**src/rtl/log_norm.sv**
```systemverilog
// Normalizes an unsigned magnitude to an MSB-aligned mantissa plus floor(log2) exponent.
// Optional output zero_flag is enabled by defining LOG_NORM_ZERO_FLAG_EN.
module log_norm #(
  parameter int IN_WIDTH    = 16,
  parameter int NORM_WIDTH  = 16,
  parameter int SHIFT_WIDTH = $clog2(IN_WIDTH)
) (
  input  logic                   clk,
  input  logic                   reset,
  input  logic                   in_valid,
  output logic                   in_ready,
  input  logic [IN_WIDTH-1:0]    data_in,
  output logic                   out_valid,
  input  logic                   out_ready,
  output logic [NORM_WIDTH-1:0]  data_out,
  output logic [SHIFT_WIDTH-1:0] shift_amt
`ifdef LOG_NORM_ZERO_FLAG_EN
  ,
  output logic                   zero_flag
`endif
);

  localparam logic [1:0] IDLE   = 2'd0;
  localparam logic [1:0] DETECT = 2'd1;
  localparam logic [1:0] SHIFT  = 2'd2;
  localparam logic [1:0] SEND   = 2'd3;

  logic [1:0]             state;
  logic [IN_WIDTH-1:0]    cap_p0;
  logic [SHIFT_WIDTH-1:0] msb_p1;

  // Highest set bit wins; an all-zero word reports index 0.
  function automatic logic [SHIFT_WIDTH-1:0] msb_index(input logic [IN_WIDTH-1:0] v);
    logic [SHIFT_WIDTH-1:0] idx;
    idx = '0;
    for (int i = 0; i < IN_WIDTH; i++) begin
      if (v[i]) idx = SHIFT_WIDTH'(i);
    end
    return idx;
  endfunction

  function automatic logic [NORM_WIDTH-1:0] normalize(input logic [IN_WIDTH-1:0]    v,
                                                      input logic [SHIFT_WIDTH-1:0] m);
    logic [IN_WIDTH-1:0] s;
    s = v << (IN_WIDTH - 1 - int'(m));
    return s[IN_WIDTH-1 -: NORM_WIDTH];
  endfunction

  assign in_ready  = (state == IDLE);
  assign out_valid = (state == SEND);

  always_ff @(posedge clk) begin
    if (reset) begin
      state     <= IDLE;
      cap_p0    <= '0;
      msb_p1    <= '0;
      data_out  <= '0;
      shift_amt <= '0;
`ifdef LOG_NORM_ZERO_FLAG_EN
      zero_flag <= 1'b0;
`endif
    end else begin
      case (state)
        // p0: capture the raw sample
        IDLE: begin
          if (in_valid) begin
            cap_p0 <= data_in;
            state  <= DETECT;
          end
        end
        // p1: priority-encode the exponent
        DETECT: begin
          msb_p1 <= msb_index(cap_p0);
          state  <= SHIFT;
        end
        // p2: align mantissa and publish the result
        SHIFT: begin
          data_out  <= normalize(cap_p0, msb_p1);
          shift_amt <= msb_p1;
`ifdef LOG_NORM_ZERO_FLAG_EN
          zero_flag <= (cap_p0 == '0);
`endif
          state     <= SEND;
        end
        SEND: begin
          if (out_ready) state <= IDLE;
        end
        default: state <= IDLE;
      endcase
    end
  end

endmodule

```
**config.mk**
```make
export PLATFORM = sky130hd
export DESIGN_NAME = log_norm
export DESIGN_NICKNAME = d
export VERILOG_FILES = /design/src/rtl/log_norm.sv
export SDC_FILE = /design/constraint.sdc
export NUM_CORES = 1
export LEC_CHECK = 0
export BUFFER_PORTS_ARGS = -buffer_cell sky130_fd_sc_hd__buf_4
export CAP_MARGIN = 10
export CORE_ASPECT_RATIO = 1.75
export CORE_MARGIN = 2
export CORE_UTILIZATION = 37
export CTS_CLUSTER_DIAMETER = 150
export DETAILED_ROUTE_END_ITERATION = 6
export GPL_ROUTABILITY_DRIVEN = 0
export GPL_TIMING_DRIVEN = 0
export MAX_ROUTING_LAYER = met4
export RECOVER_POWER = 50
export SKIP_LAST_GASP = 1
export SYNTH_ARGS = -nofsm -noshare
export SYNTH_HDL_FRONTEND = slang
export SYNTH_SLANG_ARGS = --single-unit
```
**constraint.sdc**
```tcl
create_clock -name clk -period 3.6 [get_ports clk]
set_clock_uncertainty 0.15 [all_clocks]
set_input_delay 0.54 -clock clk [delete_from_list [all_inputs] [get_ports clk]]
set_output_delay 0.54 -clock clk [all_outputs]
set_load 0.03 [all_outputs]
```
Word-level counts from Yosys, hierarchy flattened:

Cells that the tools add are included.

* add/subtract/negate cells: 1
* equality and inequality tests: 5
* shift operators: 1
* muxes and demuxes: 18
* reduce and logical (&&, ||, !) cells: 3

Operator list (count)
* 2-to-1 mux 4 bit: 14
* left shift 16 x 32 -> 16 bit: 1
* case mux 2 bit (4 select lines): 1
* subtractor 4 x 4 -> 5 bit, first input constant: 1
* == test 2 bit, second input constant: 2
* 2-to-1 mux 2 bit: 2
* AND reduction 2 bit: 2
* == test 2 x 1 -> 1 bit, second input constant: 1
* logical NOT 2 bit: 1
* != test 2 x 1 -> 1 bit, second input constant: 1
* != test 2 bit, second input constant: 1
* 2-to-1 mux 1 bit: 1

* bits in registers: 42
* bits of input ports: 20
* logic and storage cells: 33

Depth between registers and ports, before layout:

Gate-level depths: netlist of the first run.

* word-level depth: 15
* gate-level depth with buffers: 7

Worst setup path before layout of the first run:

No wires, ideal clock.

* path kind: register to register
* start point: reg state[0]
* end point: reg cap_p0[4]
* setup time: 0.071 ns
* arrival time: 1.611 ns
* required time: 3.379 ns
* slack: 1.768 ns
* cell stages (with the launch flop): 8
* path buffers: 2
* path through: dfxtp_1 inv_1 ha_1 and2_1 clkbuf_1 clkbuf_1 nand2_1 a21oi_1

* longest elaborated chain between the ends: 2

RTL lines
* start: declaration: RTL line 28 `logic [1:0] state;`
* start signal: assignment: RTL line 54 `state <= IDLE;`
* start signal: assignment: RTL line 68 `state <= DETECT;`
* start signal: assignment: RTL line 74 `state <= SHIFT;`
* logical NOT 2 bit
* named net in_ready: RTL line 11 `output logic in_ready,`
* AND reduction 2 bit (no source line)
* end signal: assignment: RTL line 67 `cap_p0 <= data_in;`
* end: declaration: RTL line 29 `logic [IN_WIDTH-1:0] cap_p0;`

The timed path passes the listed nets, and every way through them passes these cells.
A chain may end at the register's enable or synchronous reset.

Final worst setup path of the first run:

* start point: reg state[0]
* end point: reg data_out[8]

* longest elaborated chain between the ends: 1

RTL lines
* == test 2 bit: RTL line 63 `case (state)`
* end signal: assignment: RTL line 78 `data_out <= normalize(cap_p0, msb_p1);`
* end: declaration: RTL line 15 `output logic [NORM_WIDTH-1:0] data_out,`

No other way between the ends.

==> impl_results.md, run 1 <==
- Num ports: 42
- Final core utilization: 0.445
- Fin cells: 402
- Total chip power: 1900 uW
- RSZ-0062 raised after global routing: no
- Leak pwr: 0.000988 uW
- Syn Inst Count: 274
- Critical path class: reg2reg
- Max-Cap Viols: 0
- Least-Margin Pin Slew: 0.669 ns
- Drt total wl: 6.30 mm
- CTS tree: built
- Placed standard-cell area: 2710 um^2
- Area growth, synth to finish: 18.0%
- CTS buffer count: 5
- CTS Sinks: 42
- Clock slew at reported path FFs: 0.09 ns
- Peak supply drop: 259 uV
- Overflow after GRT: 0
- Starting density of the core: 0.377
- P per Cell Area: 698 nW/um^2
- HP Class: reg2reg
- DIE WIDTH: 63.8 um
- First-pass GRT wire length: 10.1 mm
- Register area share after synthesis: 0.364
- Die height: 109 um
- DR WL/cell: 15.7 um
- Yosys warns: 0
- DRC: 0
- Avg Inst Size Synth: 8.44 um^2
- CTS Buffer Depth: 2
- Vias: 2170
- H-tree Lvls: 2
- Tcrit/Tclk final: 0.572
- Antenna cells: 0
- Post-CTS Setup Bufs: 0
- Port Buffer Count: 40
- Inst Count DP: 394
- Die area: 6920 um^2
- Fin. Hold Viols: 0
- Fin crit period: 2.06 ns
- FMAX: 485 MHz
- Iteration-0 DRC Markers: 128
- Rows: 38
- Status: complete, no violations
- PostCTS Resize Cnt: 0
- Final slew viol count: 0
- Cts hold-fix bufs: 0
- Clock latency on the worst-skew pair: 0.31 ns
- Commonest non-fill, non-tap cell in the layout: nand2_1
- Final setup violation count: 0
- Commonest cells after routing, fill and taps aside: nand2_1, dfxtp_1, clkbuf_1
- Number of distinct library cells after synthesis: 40
- Routed Antenna Nets: 0
- Worst Path Required: 3.68 ns
- Share of cells above drive strength 1: 0.137
- Largest net degree at the start of global routing: 14
- Fin area: 2730 um^2
- CP Capture Type: flop
- Synthesis-stage register bit count: 42
- Tot GR Track Use: 0.200
- CP arrival: 2.14 ns
- Fin nets: 345
- Detailed placement HPWL: 4.79 mm
- Clk root buf: clkbuf_8
- Setup_tns: 0 ns
- Vias in the first global route: 2085
- Initial antenna violation count: 0
- Post-DR vias/cell: 5.40
- Relative slew slack: 0.554
- Core region area: 6130 um^2
- Syn Std Cell Area: 2310 um^2
- Post-Syn Nets: 298
- Filler cells: 627
- Iteration count of the initial detailed-routing pass: 4
- Startpoint types: flop
- Critical Path Fanout Max: 10
worst max-delay path: stages (launching register included):
cell,delay (ns)
dfxtp_1,0.40
inv_1,0.08
ha_1,0.19
clkbuf_1,0.22
inv_1,0.27
clkbuf_1,0.39
a21oi_1,0.12
o22ai_1,0.16
where the power goes:
group / internal [uW] / switching [uW]
Sequential: 546 / 101
Clock: 154 / 173
Combinational: 376 / 555
area by class of cell:
type,count,area (um^2),area share
timing repair buffer,40,221,0.0812
clock buffer,6,82.6,0.0303
clock inverter,2,12.5,0.00459
buffer,22,118,0.0431
tap,80,100,0.0367
inverter,8,30.0,0.0110
multi-input combinational,202,1320,0.485
sequential,42,841,0.308
Yosys cell counts:
cell type | count | share of area
a311oi_1 | 3 | 0.011
o32ai_1 | 1 | 0.0038
a21oi_1 | 33 | 0.071
o21ai_0 | 6 | 0.013
nand2_1 | 46 | 0.075
o22ai_1 | 4 | 0.011
a211oi_1 | 6 | 0.019
nor3_1 | 4 | 0.0087
nand2b_1 | 2 | 0.0054
o31ai_1 | 1 | 0.0032
mux4_1 | 4 | 0.045
nor4b_1 | 1 | 0.0038
a22oi_1 | 9 | 0.029
nor2b_1 | 4 | 0.011
mux4_2 | 3 | 0.029
o41ai_1 | 1 | 0.0038
mux2i_1 | 15 | 0.065
buf_2 | 1 | 0.0022
and3_1 | 6 | 0.016
mux2_4 | 1 | 0.0065
and2_1 | 1 | 0.0027
o21ai_1 | 1 | 0.0022
and2b_1 | 1 | 0.0032
a31oi_1 | 2 | 0.0054
nand3_1 | 7 | 0.015
buf_6 | 4 | 0.019
dfxtp_1 | 42 | 0.36
nor2_1 | 24 | 0.039
mux2_2 | 6 | 0.029
a22oi_2 | 1 | 0.0054
nor4_1 | 1 | 0.0027
buf_1 | 3 | 0.0049
clkbuf_1 | 13 | 0.021
a32oi_1 | 1 | 0.0038
nand3b_1 | 1 | 0.0032
o2111ai_1 | 1 | 0.0038
ha_1 | 4 | 0.022
buf_4 | 1 | 0.0032
inv_1 | 8 | 0.013
o211ai_1 | 1 | 0.0032
final timing paths:
path	to	from	slack, ns	depth (start not counted)
worst max-delay path	data_out[8]	state[0]	1.54	7
worst min-delay path	data_out[4]	data_out[4]	0.32	2
worst max register to register	data_out[8]	state[0]	1.54	7
worst min register to register	data_out[4]	data_out[4]	0.32	2
flip-flops by register name, summed over array words and instances, names as in the netlist:
signal / cells
msb_p1: 4
data_out: 16
state: 2
shift_amt: 4
cap_p0: 16
routing by layer:
| metal | track usage | part of all wire | vias up |
|---|---|---|---|
| li1 | - | - | 1075 |
| met1 | 0.185 | 0.37 | 1019 |
| met2 | 0.361 | 0.54 | 54 |
| met3 | 0.0375 | 0.034 | 22 |
| met4 | 0.144 | 0.061 | 0 |
| met5 | - | 0 | - |
cell families after synthesis:
logic type,after synthesis,share of synthesized area
and+or+nand+nor,98,0.186
AOI/OAI and AO/OA,71,0.190
DFF,42,0.364
buffers and inverters,30,0.0639
muxes,29,0.175
adders and majority gates,4,0.0216
through the flow:
stage               setup slack [ns]  hold slack, ns
finish                          1.54           0.317
global route                    1.33           0.319
CTS                             1.55           0.317
detailed placement              1.58           0.307
global placement                1.59           0.305
floorplan                       1.77           0.313
(Power assumes the default switching activity.)
==> run 2: changes to the inputs <==
==> constraint.sdc (replaced) <==
create_clock -name clk -period 1.85 [get_ports clk]
set_clock_uncertainty 0.15 [all_clocks]
set_input_delay 0.2775 -clock clk [delete_from_list [all_inputs] [get_ports clk]]
set_output_delay 0.2775 -clock clk [all_outputs]
set_load 0.03 [all_outputs]
==> run 2 against run 1 <==
Compared with the run above:
- cell area grew 1.2%
- total power increased by 98%
- wire length rose by 0.22%
- global-route usage is the same
- combinational power increased by 100%
- critical path depth is 3 lower
- non-clock buffer count unchanged
- final cell count did not move
==> impl_results.md, run 2 (synthesized netlist as in run 1, its figures left out) <==
- Slowest cell on the critical path: mux4_1 (was dfxtp_1)
- Fin area: 2760 um^2 (was 2730 um^2)
- Status: complete, no violations (unchanged)
- Iteration count of the initial detailed-routing pass: 4 (unchanged)
- Final core utilization: 0.450 (was 0.445)
- Critical path class: reg2reg (unchanged)
- Core region area: 6130 um^2 (unchanged)
- Max-Cap Viols: 0 (unchanged)
- Post-DR vias/cell: 5.33 (was 5.40)
- Vias: 2142 (was 2170)
- Sw frac: 0.431 (was 0.435)
- CP arrival: 1.84 ns (was 2.14 ns)
- Largest registers: cap_p0 (16), data_out (16) (unchanged)
- CP Capture Type: flop (unchanged)
- Starting density of the core: 0.377 (unchanged)
- Net Sw Power: 1630 uW (was 828 uW)
- Final setup violation count: 0 (unchanged)
- Die area: 6920 um^2 (unchanged)
- Total chip power: 3780 uW (was 1900 uW)
- Detailed placement HPWL: 4.79 mm (unchanged)
- Iteration-0 DRC Markers: 109 (was 128)
- HP Class: in2reg (was reg2reg)
- Clock latency on the worst-skew pair: 0.31 ns (about the same)
- Startpoint types: flop (unchanged)
- CTS Buffer Depth: 2 (unchanged)
- Die height: 109 um (unchanged)
- Rows: 38 (unchanged)
- Final slew viol count: 0 (unchanged)
- Drt total wl: 6.31 mm (was 6.30 mm)
- Share of cells above drive strength 1: 0.174 (was 0.137)
- DIE WIDTH: 63.8 um (unchanged)
- R2R setup slack: 0.04 ns (was 1.54 ns)
- Final hold slack: 0.0599 ns (was 0.317 ns)
- Worst Path Required: 1.88 ns (was 3.68 ns)
- P per Cell Area: 1370 nW/um^2 (was 698 nW/um^2)
- Clock slew at reported path FFs: 0.08 ns (was 0.09 ns)
- Num ports: 42 (unchanged)
- H-tree Lvls: 2 (unchanged)
- Clk pwr share: 0.169 (was 0.172)
- FMAX: 551 MHz (was 485 MHz)
- Sequential Power Share: 0.334 (was 0.340)
- CTS Sinks: 42 (unchanged)
- Clk root buf: clkbuf_8 (unchanged)
- CTS buffer count: 5 (unchanged)
- Critical-path cell list: mux4_1 -> mux2_2 -> a22oi_1 -> a21oi_1 (was inv_1 -> ha_1 -> clkbuf_1 -> inv_1 -> clkbuf_1 -> a21oi_1 -> o22ai_1)
- Initial antenna violation count: 0 (unchanged)
- Fin nets: 345 (unchanged)
- Port Buffer Count: 40 (unchanged)
- Antenna cells: 0 (unchanged)
- DRC: 0 (unchanged)
- Relative slew slack: 0.554 (about the same)
- Tot GR Track Use: 0.200 (unchanged)
- Tcrit/Tclk final: 0.981 (was 0.572)
- Peak supply drop: 504 uV (was 259 uV)
- Fin crit period: 1.81 ns (was 2.06 ns)
- Placed standard-cell area: 2710 um^2 (unchanged)
- DR WL/cell: 15.7 um (about the same)
- Top delay family on crit path: multiplexers (was buffers and inverters)
- Commonest non-fill, non-tap cell in the layout: nand2_1 (unchanged)
- Fin. Hold Viols: 0 (unchanged)
- First-pass GRT wire length: 10.1 mm (unchanged)
- CTS tree: built (unchanged)
- Combinational share of power: 0.497 (was 0.489)
- Internal power: 2150 uW (was 1080 uW)
- Least-Margin Pin Slew: 0.669 ns (about the same)
- CP max stage delay: 0.62 ns (was 0.40 ns)
- Overflow after GRT: 0 (unchanged)
- Leak pwr: 0.00102 uW (was 0.000988 uW)
- WP buf/inv: 0 (was 4)
- Largest net degree at the start of global routing: 14 (unchanged)
- Area growth, synth to finish: 19.4% (was 18.0%)
- Critical Path Fanout Max: 2 (was 10)
- Vias in the first global route: 2083 (was 2085)
- Routed Antenna Nets: 0 (unchanged)
- Commonest cells after routing, fill and taps aside: nand2_1, dfxtp_1, a21oi_1 (was nand2_1, dfxtp_1, clkbuf_1)
- RSZ-0062 raised after global routing: yes (was no)
run 2: cell count changes in the layout (fill, tap and decap cells not counted), sizes merged:
cell,change
clkbuf,-6
buf,+6
run 2: area by class of cell:
type	count	area, um^2
plain buffers	18	108
repair buffers	44	255
well taps	80	100
multi-input cells	202	1330
fillers	620	3370
inverters	8	30.0
flip-flops and latches	42	842
clock buffers	6	82.6
clock inverters	2	12.5
run 2: path summary, 6_finish.rpt:
| kind | from | end | cells after the start |
|---|---|---|---|
| setup / recovery | msb_p1[0] | data_out[12] | 4 |
| hold / removal | data_in[13] | cap_p0[13] | 3 |
| setup reg to reg | msb_p1[0] | data_out[12] | 4 |
| hold reg to reg | data_out[4] | data_out[4] | 2 |
run 2: power groups by stage:
stage | Clock, uW | Sequential (uW) | Combinational [uW]
finish | 637 | 1260 | 1880
global route | 675 | 1290 | 2070
CTS | 653 | 1260 | 1850
detailed placement | 0 | 1280 | 1840
global placement | 0 | 1270 | 1820
floorplan | 0 | 1270 | 1350
run 2: what timing repair did:
item,in CTS,in global routing
hold buffers,0,0
buffers inserted,0,4
resized for setup,3,8
endpoints found under the setup margin,29,25
run 2: stage by stage:
step           worst slack [ns]  TNS (ns)  instances
2_1_floorplan            0.0179         0        274
3_5_place_dp             -0.173     -2.59        394
6_report                 0.0357         0        402
3_3_place_gp             -0.164     -2.31        394
4_1_cts                 0.00765         0        401
5_1_grt                 -0.0157   -0.0157        402
run 2: metal layers:
metal,vias to the layer above,global-route usage,part of all wire,wire (um)
li1,1075,-,-,-
met1,1001,0.185,0.37,2330
met2,47,0.361,0.54,3420
met3,19,0.0375,0.030,188
met4,0,0.144,0.058,369
met5,-,-,0,0
run 2: tightest hold or removal path, cell delays in order:
cell and delay, ns:
buf_4 0.11, nand2_1 0.05, a21oi_1 0.05
